$ cat config.mk
export PLATFORM = sky130hd
export DESIGN_NAME = vga_text_console
export DESIGN_NICKNAME = d
export VERILOG_FILES = /design/src/rtl/vga_console_pkg.sv /design/src/rtl/vga_cursor.sv /design/src/rtl/vga_text_console.sv
export SDC_FILE = /design/constraint.sdc
export NUM_CORES = 1
export LEC_CHECK = 0
export ABC_CLOCK_PERIOD_IN_PS = 2350
export BUFFER_PORTS_ARGS = -buffer_cell sky130_fd_sc_hd__buf_2
export CORE_UTILIZATION = 38
export DETAILED_ROUTE_END_ITERATION = 10
export PLACE_DENSITY = 0.68
export SETUP_SLACK_MARGIN = 0.5
export SLEW_MARGIN = 10
export SYNTH_ARGS = -nofsm -noshare
export SYNTH_HDL_FRONTEND = slang
export SYNTH_SLANG_ARGS = --single-unit
$ cat constraint.sdc
create_clock -name clk -period 2.35 [get_ports clk]
set_clock_uncertainty 0.2 [all_clocks]
set_input_delay 0.1175 -clock clk [delete_from_list [all_inputs] [get_ports clk]]
set_output_delay 0.1175 -clock clk [all_outputs]
set_load 0.02 [all_outputs]
$ cat src/rtl/vga_console_pkg.sv
// Shared constants, control codes and state types for the VGA text console write path.
package vga_console_pkg;

    localparam int unsigned COLS_DEFAULT       = 80;
    localparam int unsigned ROWS_DEFAULT       = 60;
    localparam logic [7:0]  BLANK_CHAR_DEFAULT = 8'h20;

    localparam logic [7:0] CH_BS = 8'h08;
    localparam logic [7:0] CH_LF = 8'h0A;
    localparam logic [7:0] CH_FF = 8'h0C;
    localparam logic [7:0] CH_CR = 8'h0D;

    localparam logic [10:0] BLANK_WORD = {3'b000, BLANK_CHAR_DEFAULT};

    typedef enum logic [1:0] {
        IDLE,
        CLR_LINE,
        CLR_SCREEN
    } console_state_e;

    typedef enum logic [2:0] {
        CUR_NONE,
        CUR_ADV,
        CUR_NL,
        CUR_CR,
        CUR_BS,
        CUR_HOME
    } cursor_cmd_e;

    function automatic logic [10:0] blank_word(input logic [7:0] blank_char);
        return {3'b000, blank_char};
    endfunction

endpackage

$ cat src/rtl/vga_cursor.sv
// Text cursor position register: advance with wrap, newline, carriage return,
// backspace within the line, and home.
module vga_cursor
    import vga_console_pkg::*;
#(
    parameter int unsigned COLS = COLS_DEFAULT,
    parameter int unsigned ROWS = ROWS_DEFAULT
) (
    input  logic        clk,
    input  logic        reset,
    input  cursor_cmd_e i_cmd,
    output logic [6:0]  o_col,
    output logic [5:0]  o_row
);

    localparam logic [6:0] LAST_COL = 7'(COLS - 1);
    localparam logic [5:0] LAST_ROW = 6'(ROWS - 1);

    logic [6:0] r_col;
    logic [5:0] r_row;
    logic [5:0] w_row_inc;

    assign w_row_inc = (r_row == LAST_ROW) ? '0 : r_row + 6'd1;

    always_ff @(posedge clk or posedge reset) begin
        if (reset) begin
            r_col <= '0;
            r_row <= '0;
        end else begin
            case (i_cmd)
                CUR_ADV: begin
                    if (r_col == LAST_COL) begin
                        r_col <= '0;
                        r_row <= w_row_inc;
                    end else begin
                        r_col <= r_col + 7'd1;
                    end
                end
                CUR_NL: begin
                    r_col <= '0;
                    r_row <= w_row_inc;
                end
                CUR_CR: r_col <= '0;
                // Backspace never retreats onto the previous row.
                CUR_BS: if (r_col != '0) r_col <= r_col - 7'd1;
                CUR_HOME: begin
                    r_col <= '0;
                    r_row <= '0;
                end
                default: ;
            endcase
        end
    end

    assign o_col = r_col;
    assign o_row = r_row;

endmodule

$ cat src/rtl/vga_text_console.sv
// Character-stream front end for the text VRAM: interprets control codes, tracks
// the cursor and streams blank words for line and screen clears.
module vga_text_console
    import vga_console_pkg::*;
#(
    parameter int unsigned COLS       = COLS_DEFAULT,
    parameter int unsigned ROWS       = ROWS_DEFAULT,
    parameter logic [7:0]  BLANK_CHAR = BLANK_CHAR_DEFAULT
) (
    input  logic        clk,
    input  logic        reset,
    input  logic        ch_valid,
    output logic        ch_ready,
    input  logic [7:0]  ch_data,
    input  logic [2:0]  ch_color,
    output logic        vram_we,
    output logic [12:0] vram_waddr,
    output logic [10:0] vram_wdata,
    output logic [6:0]  cursor_col,
    output logic [5:0]  cursor_row,
    output logic        busy
);

    localparam logic [6:0]  LAST_COL = 7'(COLS - 1);
    localparam logic [5:0]  LAST_ROW = 6'(ROWS - 1);
    localparam logic [10:0] W_BLANK  = blank_word(BLANK_CHAR);

    console_state_e r_state, w_state_nxt;
    logic [6:0]     r_clr_col, w_clr_col_nxt;
    logic [5:0]     r_clr_row, w_clr_row_nxt;
    logic           r_clr_done, w_clr_done_nxt;
    logic           r_we, w_we_nxt;
    logic [12:0]    r_waddr, w_waddr_nxt;
    logic [10:0]    r_wdata, w_wdata_nxt;
    logic           r_busy;
    cursor_cmd_e    w_cmd;
    logic [6:0]     w_cur_col;
    logic [5:0]     w_cur_row;

    vga_cursor #(
        .COLS (COLS),
        .ROWS (ROWS)
    ) u_cursor (
        .clk   (clk),
        .reset (reset),
        .i_cmd (w_cmd),
        .o_col (w_cur_col),
        .o_row (w_cur_row)
    );

    assign ch_ready = (r_state == IDLE);

    always_comb begin
        w_state_nxt    = r_state;
        w_clr_col_nxt  = r_clr_col;
        w_clr_row_nxt  = r_clr_row;
        w_clr_done_nxt = r_clr_done;
        w_we_nxt       = 1'b0;
        w_waddr_nxt    = r_waddr;
        w_wdata_nxt    = r_wdata;
        w_cmd          = CUR_NONE;
        case (r_state)
            IDLE: begin
                if (ch_valid) begin
                    case (ch_data)
                        CH_LF: begin
                            w_cmd          = CUR_NL;
                            w_state_nxt    = CLR_LINE;
                            w_clr_col_nxt  = '0;
                            w_clr_done_nxt = 1'b0;
                        end
                        CH_CR: w_cmd = CUR_CR;
                        CH_BS: begin
                            if (w_cur_col != '0) begin
                                w_cmd       = CUR_BS;
                                w_we_nxt    = 1'b1;
                                w_waddr_nxt = {w_cur_row, w_cur_col - 7'd1};
                                w_wdata_nxt = W_BLANK;
                            end
                        end
                        CH_FF: begin
                            w_cmd          = CUR_HOME;
                            w_state_nxt    = CLR_SCREEN;
                            w_clr_col_nxt  = '0;
                            w_clr_row_nxt  = '0;
                            w_clr_done_nxt = 1'b0;
                        end
                        default: begin
                            w_cmd       = CUR_ADV;
                            w_we_nxt    = 1'b1;
                            w_waddr_nxt = {w_cur_row, w_cur_col};
                            w_wdata_nxt = {ch_color, ch_data};
                            if (w_cur_col == LAST_COL) begin
                                w_state_nxt    = CLR_LINE;
                                w_clr_col_nxt  = '0;
                                w_clr_done_nxt = 1'b0;
                            end
                        end
                    endcase
                end
            end
            // Cursor row already points at the new line when this state is entered.
            CLR_LINE: begin
                if (r_clr_done) begin
                    w_state_nxt = IDLE;
                end else begin
                    w_we_nxt    = 1'b1;
                    w_waddr_nxt = {w_cur_row, r_clr_col};
                    w_wdata_nxt = W_BLANK;
                    if (r_clr_col == LAST_COL) w_clr_done_nxt = 1'b1;
                    else                       w_clr_col_nxt  = r_clr_col + 7'd1;
                end
            end
            CLR_SCREEN: begin
                if (r_clr_done) begin
                    w_state_nxt = IDLE;
                end else begin
                    w_we_nxt    = 1'b1;
                    w_waddr_nxt = {r_clr_row, r_clr_col};
                    w_wdata_nxt = W_BLANK;
                    if (r_clr_col == LAST_COL) begin
                        w_clr_col_nxt = '0;
                        if (r_clr_row == LAST_ROW) w_clr_done_nxt = 1'b1;
                        else                       w_clr_row_nxt  = r_clr_row + 6'd1;
                    end else begin
                        w_clr_col_nxt = r_clr_col + 7'd1;
                    end
                end
            end
            default: w_state_nxt = IDLE;
        endcase
    end

    always_ff @(posedge clk or posedge reset) begin
        if (reset) begin
            r_state    <= CLR_SCREEN;
            r_clr_col  <= '0;
            r_clr_row  <= '0;
            r_clr_done <= 1'b0;
            r_we       <= 1'b0;
            r_waddr    <= '0;
            r_wdata    <= '0;
            r_busy     <= 1'b1;
        end else begin
            r_state    <= w_state_nxt;
            r_clr_col  <= w_clr_col_nxt;
            r_clr_row  <= w_clr_row_nxt;
            r_clr_done <= w_clr_done_nxt;
            r_we       <= w_we_nxt;
            r_waddr    <= w_waddr_nxt;
            r_wdata    <= w_wdata_nxt;
            r_busy     <= (w_state_nxt != IDLE);
        end
    end

    assign vram_we    = r_we;
    assign vram_waddr = r_waddr;
    assign vram_wdata = r_wdata;
    assign cursor_col = w_cur_col;
    assign cursor_row = w_cur_row;
    assign busy       = r_busy;

endmodule

# ---- After elaboration in Yosys (flattened, before gate mapping)
# Index checks and enable logic that the tools add are counted.
dict set report word_totals {
  register_bits 55
  in_bits 14
  output_inout_bits 40
  elab_cells 118
}
dict set report classes {
  addsub 5
  n_eq_ne 29
  n_mux 54
  reduce_logical 20
}
# cell count
set op_table {}
lappend op_table {{7-bit 2-to-1 mux} 8}
lappend op_table {{13-bit 2-to-1 mux} 4}
lappend op_table {{11-bit case mux with 2 select lines} 2}
lappend op_table {{6-bit 2-to-1 mux} 7}
lappend op_table {{7-bit case mux with 3 select lines} 2}
lappend op_table {{13-bit case mux with 3 select lines} 1}
lappend op_table {{11-bit 2-to-1 mux} 3}
lappend op_table {{8-bit by 4-bit == test with 1-bit output, second input constant} 4}
lappend op_table {{13-bit case mux with 2 select lines} 1}
lappend op_table {{2-bit inequality test, second input constant} 11}
lappend op_table {{6-bit case mux with 3 select lines} 1}
lappend op_table {{7-bit by 1-bit adder with 7-bit output, second input constant} 2}
lappend op_table {{7-bit == test, second input constant} 2}
lappend op_table {{7-bit case mux with 2 select lines} 1}
lappend op_table {{6-bit by 1-bit adder with 6-bit output, second input constant} 2}
lappend op_table {{6-bit == test, second input constant} 2}
lappend op_table {{3-bit case mux with 4 select lines} 1}
lappend op_table {{6-bit case mux with 2 select lines} 1}
lappend op_table {{6-bit AND reduction} 2}
lappend op_table {{1-bit 2-to-1 mux} 10}
lappend op_table {{3-bit 2-to-1 mux} 3}
lappend op_table {{3-bit nonzero test} 3}
lappend op_table {{7-bit AND reduction} 1}
lappend op_table {{7-bit nonzero test} 1}
lappend op_table {{21 further kinds} 33}

# ---- Longest topological paths before layout
dict set report logic_depth {
  word_depth 9
  depth_mapped 11
  ltp_nobuf 8
}

# ---- By module
# A second synthesis with hierarchy kept.
dict set report unflattened {
  hier_cells 424
  area_unflattened_um2 3712.3
}
# mod n_inst cells_per_inst area_per_inst_um2 seq_area_each_um2
set modules_own_cells {}
lappend modules_own_cells {vga_text_console 1 297 2607.5 1053.5}
lappend modules_own_cells {vga_cursor 1 127 1104.8 325.3}

# ---- Worst setup path after synthesis
# OpenSTA, ideal clock, no wires.
dict set report synth_path {
  kind {register to register}
  from {reg r_state[1]}
  to {reg r_wdata[1], in the netlist vram_wdata[1]}
  setup_ns 0.128
  arrival_ns 2.174
  required_time_ns 2.022
  path_slack_ns -0.152
  path_stages_with_launch 10
  path_buffers 2
  period_less_slack_ns 2.502
  path_cell_list {dfstp_2 inv_1 ha_1 clkbuf_1 inv_1 nor2_1 a21oi_1 a21oi_1 buf_2 mux2_1}
}
dict set report synth_between {
  elab_chain_cells 4
  word_cells_on_any_way 11
  classes_between {eq/ne: 6; mux: 1; reduce/logical: 4}
}
# item line_no
set synth_rtl {}
lappend synth_rtl {{from (decl)} vga_text_console.sv:28} ;# console_state_e r_state, w_state_nxt;
lappend synth_rtl {{from (signal assigned)} vga_text_console.sv:145} ;# r_state <= w_state_nxt;
lappend synth_rtl {{2-bit == test / 2-bit by 1-bit == test with 1-bit output (equally long branches)} vga_text_console.sv:62} ;# case (r_state)
lappend synth_rtl {{2-bit OR reduction (no source line)} --}
lappend synth_rtl {{2-bit inequality test (no source line) / 2-bit nonzero test (equally long branches)} --}
lappend synth_rtl {{5-bit AND reduction (no source line)} --}
lappend synth_rtl {{to (signal assigned)} vga_text_console.sv:151} ;# r_wdata <= w_wdata_nxt;
lappend synth_rtl {{to (decl)} vga_text_console.sv:34} ;# logic [10:0] r_wdata, w_wdata_nxt;
# Parallel ways exist; a longest one is shown, timed or not.
# A chain may end at the register's enable or synchronous reset.

# ---- Final worst setup path
dict set report layout_path {
  from {reg u_cursor.r_col[1], in the netlist u_cursor.o_col[1]}
  to {reg r_waddr[5], in the netlist vram_waddr[5]}
}
dict set report layout_between {
  elab_chain_cells 5
  word_cells_on_any_way 8
  classes_between {add/sub: 1; eq/ne: 1; mux: 4; reduce/logical: 2}
}
# item line_no
set layout_rtl {}
lappend layout_rtl {{from (decl)} vga_cursor.sv:19} ;# logic [6:0] r_col;
lappend layout_rtl {{from (signal assigned)} vga_cursor.sv:36} ;# r_col <= r_col + 7'd1;
lappend layout_rtl {{from (signal assigned)} vga_cursor.sv:45} ;# CUR_BS: if (r_col != '0) r_col <= r_col - 7'd1;
lappend layout_rtl {{7-bit by 1-bit subtractor with 7-bit output} vga_text_console.sv:77} ;# w_waddr_nxt = {w_cur_row, w_cur_col - 7'd1};
lappend layout_rtl {{13-bit 2-to-1 mux} vga_text_console.sv:74} ;# if (w_cur_col != '0) begin
lappend layout_rtl {{13-bit case mux with 2 select lines} vga_text_console.sv:65} ;# case (ch_data)
lappend layout_rtl {{13-bit 2-to-1 mux} vga_text_console.sv:64} ;# if (ch_valid) begin
lappend layout_rtl {{13-bit case mux with 3 select lines} vga_text_console.sv:62}
lappend layout_rtl {{to (signal assigned)} vga_text_console.sv:150} ;# r_waddr <= w_waddr_nxt;
lappend layout_rtl {{to (decl)} vga_text_console.sv:33} ;# logic [12:0] r_waddr, w_waddr_nxt;
# Parallel ways exist; a longest one is shown, timed or not. The select of a mux whose other input is x is not followed.

==> flow_results.xml <==
<?xml version="1.0" encoding="UTF-8"?>
<metrics>
  <group name="yosys">
    <metric name="synth_simple_gate_area_share" unit="">0.2225</metric>
    <metric name="post_synth.cell_area_avg" unit="µm²">9.055</metric>
    <metric name="synth.top_cell.area_share" unit="">0.3855</metric>
    <metric name="synth_async_sr_flop_share" unit="">1.000</metric>
    <metric name="yosys_cell_types" unit="">63</metric>
    <metric name="synthFlopType" unit="">dfrtp_1</metric>
    <metric name="count_of_flip_flops_with_a_built_in_enable_after_synthesis" unit="">0</metric>
    <metric name="yosys_register_bits" unit="">55</metric>
    <metric name="synth_seq_area_share" unit="">0.4007</metric>
    <metric name="syn_area" unit="µm²">3441</metric>
    <metric name="synth.yosys.warnings" unit="">0</metric>
    <metric name="post-synth-top-area-cell" unit="">dfrtp_1</metric>
    <metric name="leading_cell_types_by_total_area_after_synthesis" unit="">dfrtp_1, a21oi_1, nor2_1</metric>
    <metric name="postSynthCellCount" unit="">380</metric>
    <metric name="synth_fa_ha_area_frac" unit="">0.03273</metric>
    <metric name="synthesis.nets" unit="">403</metric>
    <metric name="yosys-mux-area-fraction" unit="">0.02255</metric>
    <metric name="synth-xor-area-share" unit="">0.02800</metric>
    <metric name="main_combinational_cell_family_by_area_after_synthesis" unit="">compound AO/OA/AOI/OAI gates</metric>
    <metric name="compound_gate_fraction_of_synth_area" unit="">0.2444</metric>
  </group>
  <group name="setup_path">
    <metric name="worst_r2r_path_depth" unit="">11</metric>
    <metric name="regToRegSetupSlack" unit="ns">0.13</metric>
    <metric name="crit-reg2reg-capture" unit="">vram_waddr[5]</metric>
    <metric name="worst_path_max_delay_cell" unit="">dfrtp_2</metric>
    <metric name="cp_data_required_time" unit="ns">2.40</metric>
    <metric name="max_fanout_on_critical_path" unit="">6</metric>
    <metric name="crit_buf_inv" unit="">4</metric>
    <metric name="critPathKind" unit="">reg -&gt; reg</metric>
    <metric name="crit_arrival" unit="ns">2.27</metric>
    <metric name="worst_path_dominant_cell_family" unit="">compound AO/OA/AOI/OAI gates</metric>
    <metric name="critical-path-max-stage-delay" unit="ns">0.42</metric>
    <metric name="timing.rr.start" unit="">u_cursor.o_col[1]</metric>
    <metric name="worstPathCellList" unit="">inv_2, ha_4, nor2b_4, a211oi_2, o41ai_2, buf_4, buf_6, a21oi_4, clkbuf_16, nor2_2, a21oi_1</metric>
    <metric name="critPathLaunchType" unit="">flop</metric>
    <metric name="worst_setup_path_end_kind" unit="">flop</metric>
  </group>
  <group name="clocking">
    <metric name="clkSlewWorstSetupHoldPaths" unit="ns">0.10</metric>
    <metric name="clockBufferDepth" unit="">2</metric>
    <metric name="cts-buffers-inserted" unit="">5</metric>
    <metric name="cts_root_buffer" unit="">clkbuf_8</metric>
    <metric name="cts_sinks" unit="">55</metric>
    <metric name="tritoncts" unit="">yes</metric>
    <metric name="worstSkewPairLatency" unit="ns">0.31</metric>
    <metric name="htreeDepth" unit="">2</metric>
  </group>
  <group name="grt">
    <metric name="grt_use_total" unit="">0.2074</metric>
    <metric name="antenna_found_initial" unit="">0</metric>
    <metric name="number_of_global_route_vias_before_repair" unit="">3368</metric>
    <metric name="maximum_number_of_pins_on_one_net_before_global_route_repair" unit="">32</metric>
    <metric name="grt_overflow" unit="">0</metric>
    <metric name="grt_pass1_wl" unit="µm">16190</metric>
  </group>
  <group name="sta">
    <metric name="fin_crit_sh" unit="">0.9440</metric>
    <metric name="finalHoldViolations" unit="">0</metric>
    <metric name="slew-limit-headroom" unit="">0.6198</metric>
    <metric name="timing.fmax" unit="MHz">450.8</metric>
    <metric name="finalSetupViolCount" unit="">0</metric>
    <metric name="rsz0062_at_grt" unit="">yes</metric>
    <metric name="fin_ws" unit="ns">0.1316</metric>
    <metric name="slew_worst_pin" unit="ns">0.5695</metric>
    <metric name="min_period" unit="ns">2.218</metric>
    <metric name="slew_viol_final" unit="">0</metric>
    <metric name="timing.setup.tns" unit="ns">0</metric>
  </group>
  <group name="routing">
    <metric name="first_pass_iters" unit="">5</metric>
    <metric name="vias_per_cell" unit="">5.709</metric>
    <metric name="route.final.wire_length" unit="µm">10370</metric>
    <metric name="routed-via-count" unit="">3488</metric>
    <metric name="drcViolationCount" unit="">0</metric>
    <metric name="avgRoutedWirePerCell" unit="µm">16.97</metric>
    <metric name="first_iter_violations" unit="">233</metric>
    <metric name="antenna_violating_nets_post_route" unit="">0</metric>
  </group>
  <group name="min_path">
    <metric name="hold_end" unit="">vram_wdata[0]</metric>
    <metric name="whs_path_depth" unit="">2</metric>
    <metric name="worst_hold_startpoint" unit="">ch_data[0]</metric>
    <metric name="hold_path_class" unit="">in -&gt; reg</metric>
  </group>
  <group name="placed_design">
    <metric name="gp_congestion" unit="">0.9089</metric>
    <metric name="place.detailed.hpwl" unit="µm">6653</metric>
    <metric name="detailedPlace.worstSlack" unit="ns">0.06806</metric>
    <metric name="buffer_ports.inserted" unit="">53</metric>
    <metric name="dpl.cell_count" unit="">543</metric>
  </group>
  <group name="finish">
    <metric name="final_common_cell" unit="">buf_4</metric>
    <metric name="fillers" unit="">703</metric>
    <metric name="synthToLayoutAreaGrowth" unit="%">50.04</metric>
    <metric name="final_net_count" unit="">525</metric>
    <metric name="final_cells" unit="">611</metric>
    <metric name="final_cell_mix" unit="">buf_4, buf_2, dfrtp_1, nor2_1, nand2_1</metric>
    <metric name="drive_gt1_frac" unit="">0.4871</metric>
    <metric name="antenna-diode-count" unit="">0</metric>
  </group>
  <group name="power">
    <metric name="power_per_standard_cell_area" unit="nW/µm²">996.4</metric>
    <metric name="vdd.ir_drop.worst" unit="µV">581.8</metric>
    <metric name="total_power" unit="mW">5.144</metric>
    <metric name="power.static_leakage" unit="nW">2.229</metric>
  </group>
  <group name="floorplan">
    <metric name="io_pins" unit="">54</metric>
    <metric name="die_w" unit="µm">97.16</metric>
    <metric name="placeableCoreArea" unit="µm²">8763</metric>
    <metric name="core.rowCount" unit="">34</metric>
    <metric name="initial_utilization" unit="">0.3926</metric>
    <metric name="die_height" unit="µm">97.16</metric>
    <metric name="dieArea" unit="µm²">9439</metric>
  </group>
  <group name="run">
    <metric name="maxCapViolations" unit="">0</metric>
  </group>
  <group name="status">
    <metric name="outcome" unit="">finished, final reports clean</metric>
  </group>
</metrics>
per-stage QoR:
step                      utilization  instance area, µm²  hold slack [ns]
after detailed placement       0.4787                4195          0.01376
after CTS                      0.5425                4755         0.002423
after global placement         0.4787                4195         0.005991
final                          0.5891                5162          0.02652
after global routing           0.5891                5162          0.02205
after floorplan                     -                3787          0.05372
logic make-up after synthesis:
kind of cell             Yosys count
flip-flops                        55
XOR/XNOR                          11
AND/OR/NAND/NOR                  145
buffers and inverters             40
multiplexers                       7
AO/OA/AOI/OAI                    113
adder cells (fa/ha/maj)            9
sequential cells by signal, summed over array words and instances (netlist names):
signal          count
vram_waddr         13
vram_wdata         11
r_clr_col           7
u_cursor.o_col      7
r_clr_row           6
u_cursor.o_row      6
r_state             2
busy                1
r_clr_done          1
vram_we             1
final cells by class:
| cell class | instances | area (µm²) | share of cell area |
|---|---|---|---|
| multi-input cells | 286 | 2427 | 0.4702 |
| flip-flops and latches | 55 | 1388 | 0.2688 |
| repair buffers | 135 | 1023 | 0.1983 |
| well taps | 108 | 135.1 | 0.02618 |
| inverters | 19 | 71.32 | 0.01381 |
| clock inverters | 2 | 35.03 | 0.006786 |
| clock buffers | 6 | 82.58 | 0.01600 |
power breakdown:
part	internal (mW)	switching, mW
Combinational	1.30	1.55
Clock	0.346	0.325
Sequential	1.29	0.325
Total	2.94	2.20
worst register-to-register path: cells and delay by family (launching register included):
| kind | cells | cell delay [ns] |
|---|---|---|
| AO/OA/AOI/OAI | 4 | 0.67 |
| adder cells (fa/ha/maj) | 1 | 0.15 |
| buffers and inverters | 4 | 0.55 |
| flip-flops | 1 | 0.42 |
| AND/OR/NAND/NOR | 2 | 0.15 |
routing by layer:
metal | GRT usage | share of wire
met5 | 0 | 0
met4 | 0.06200 | 0.018
met3 | 0.02950 | 0.051
met2 | 0.3532 | 0.50
met1 | 0.2727 | 0.43
synth_stat cells (all sizes together), types with 3 or more instances:
cell type  number
o211ai          6
nand2b          6
clkbuf         11
dfrtp          53
nor2b          13
nand3          20
o21ai          16
nand2          22
o41ai           6
ha              9
inv            19
xor2            6
mux2i           4
a22o            4
buf            10
and3            9
nor3           13
nor4            4
a31o            5
nand4           3
xnor2           5
nor2           39
a211oi          4
mux2            3
o31ai          10
a21oi          33
a22oi          15
and2            3
worst max-delay path by stage:
stage	start	endpoint	slack (ns)	cells after the start
floorplan	r_state[1]	r_clr_col[3]	0.003	9
global placement	ch_data[5]	r_clr_col[0]	0.1	7
detailed placement	ch_data[5]	r_clr_col[0]	0.07	7
CTS	u_cursor.o_col[1]	vram_wdata[1]	0.15	9
global route	u_cursor.o_col[1]	u_cursor.o_col[2]	0.05	9
finish	u_cursor.o_col[1]	vram_waddr[5]	0.13	11
timing repair:
item | in CTS | in global routing
hold buffers | 9 | 0
setup endpoints to repair | 55 | 55
endpoints found under the hold margin | 32 | 0
gates cloned | 1 | 3
resized for setup | 35 | 39
setup buffers | 29 | 18
pin swaps | 16 | 29
Note: power is estimated with default switching activity, not from simulation.
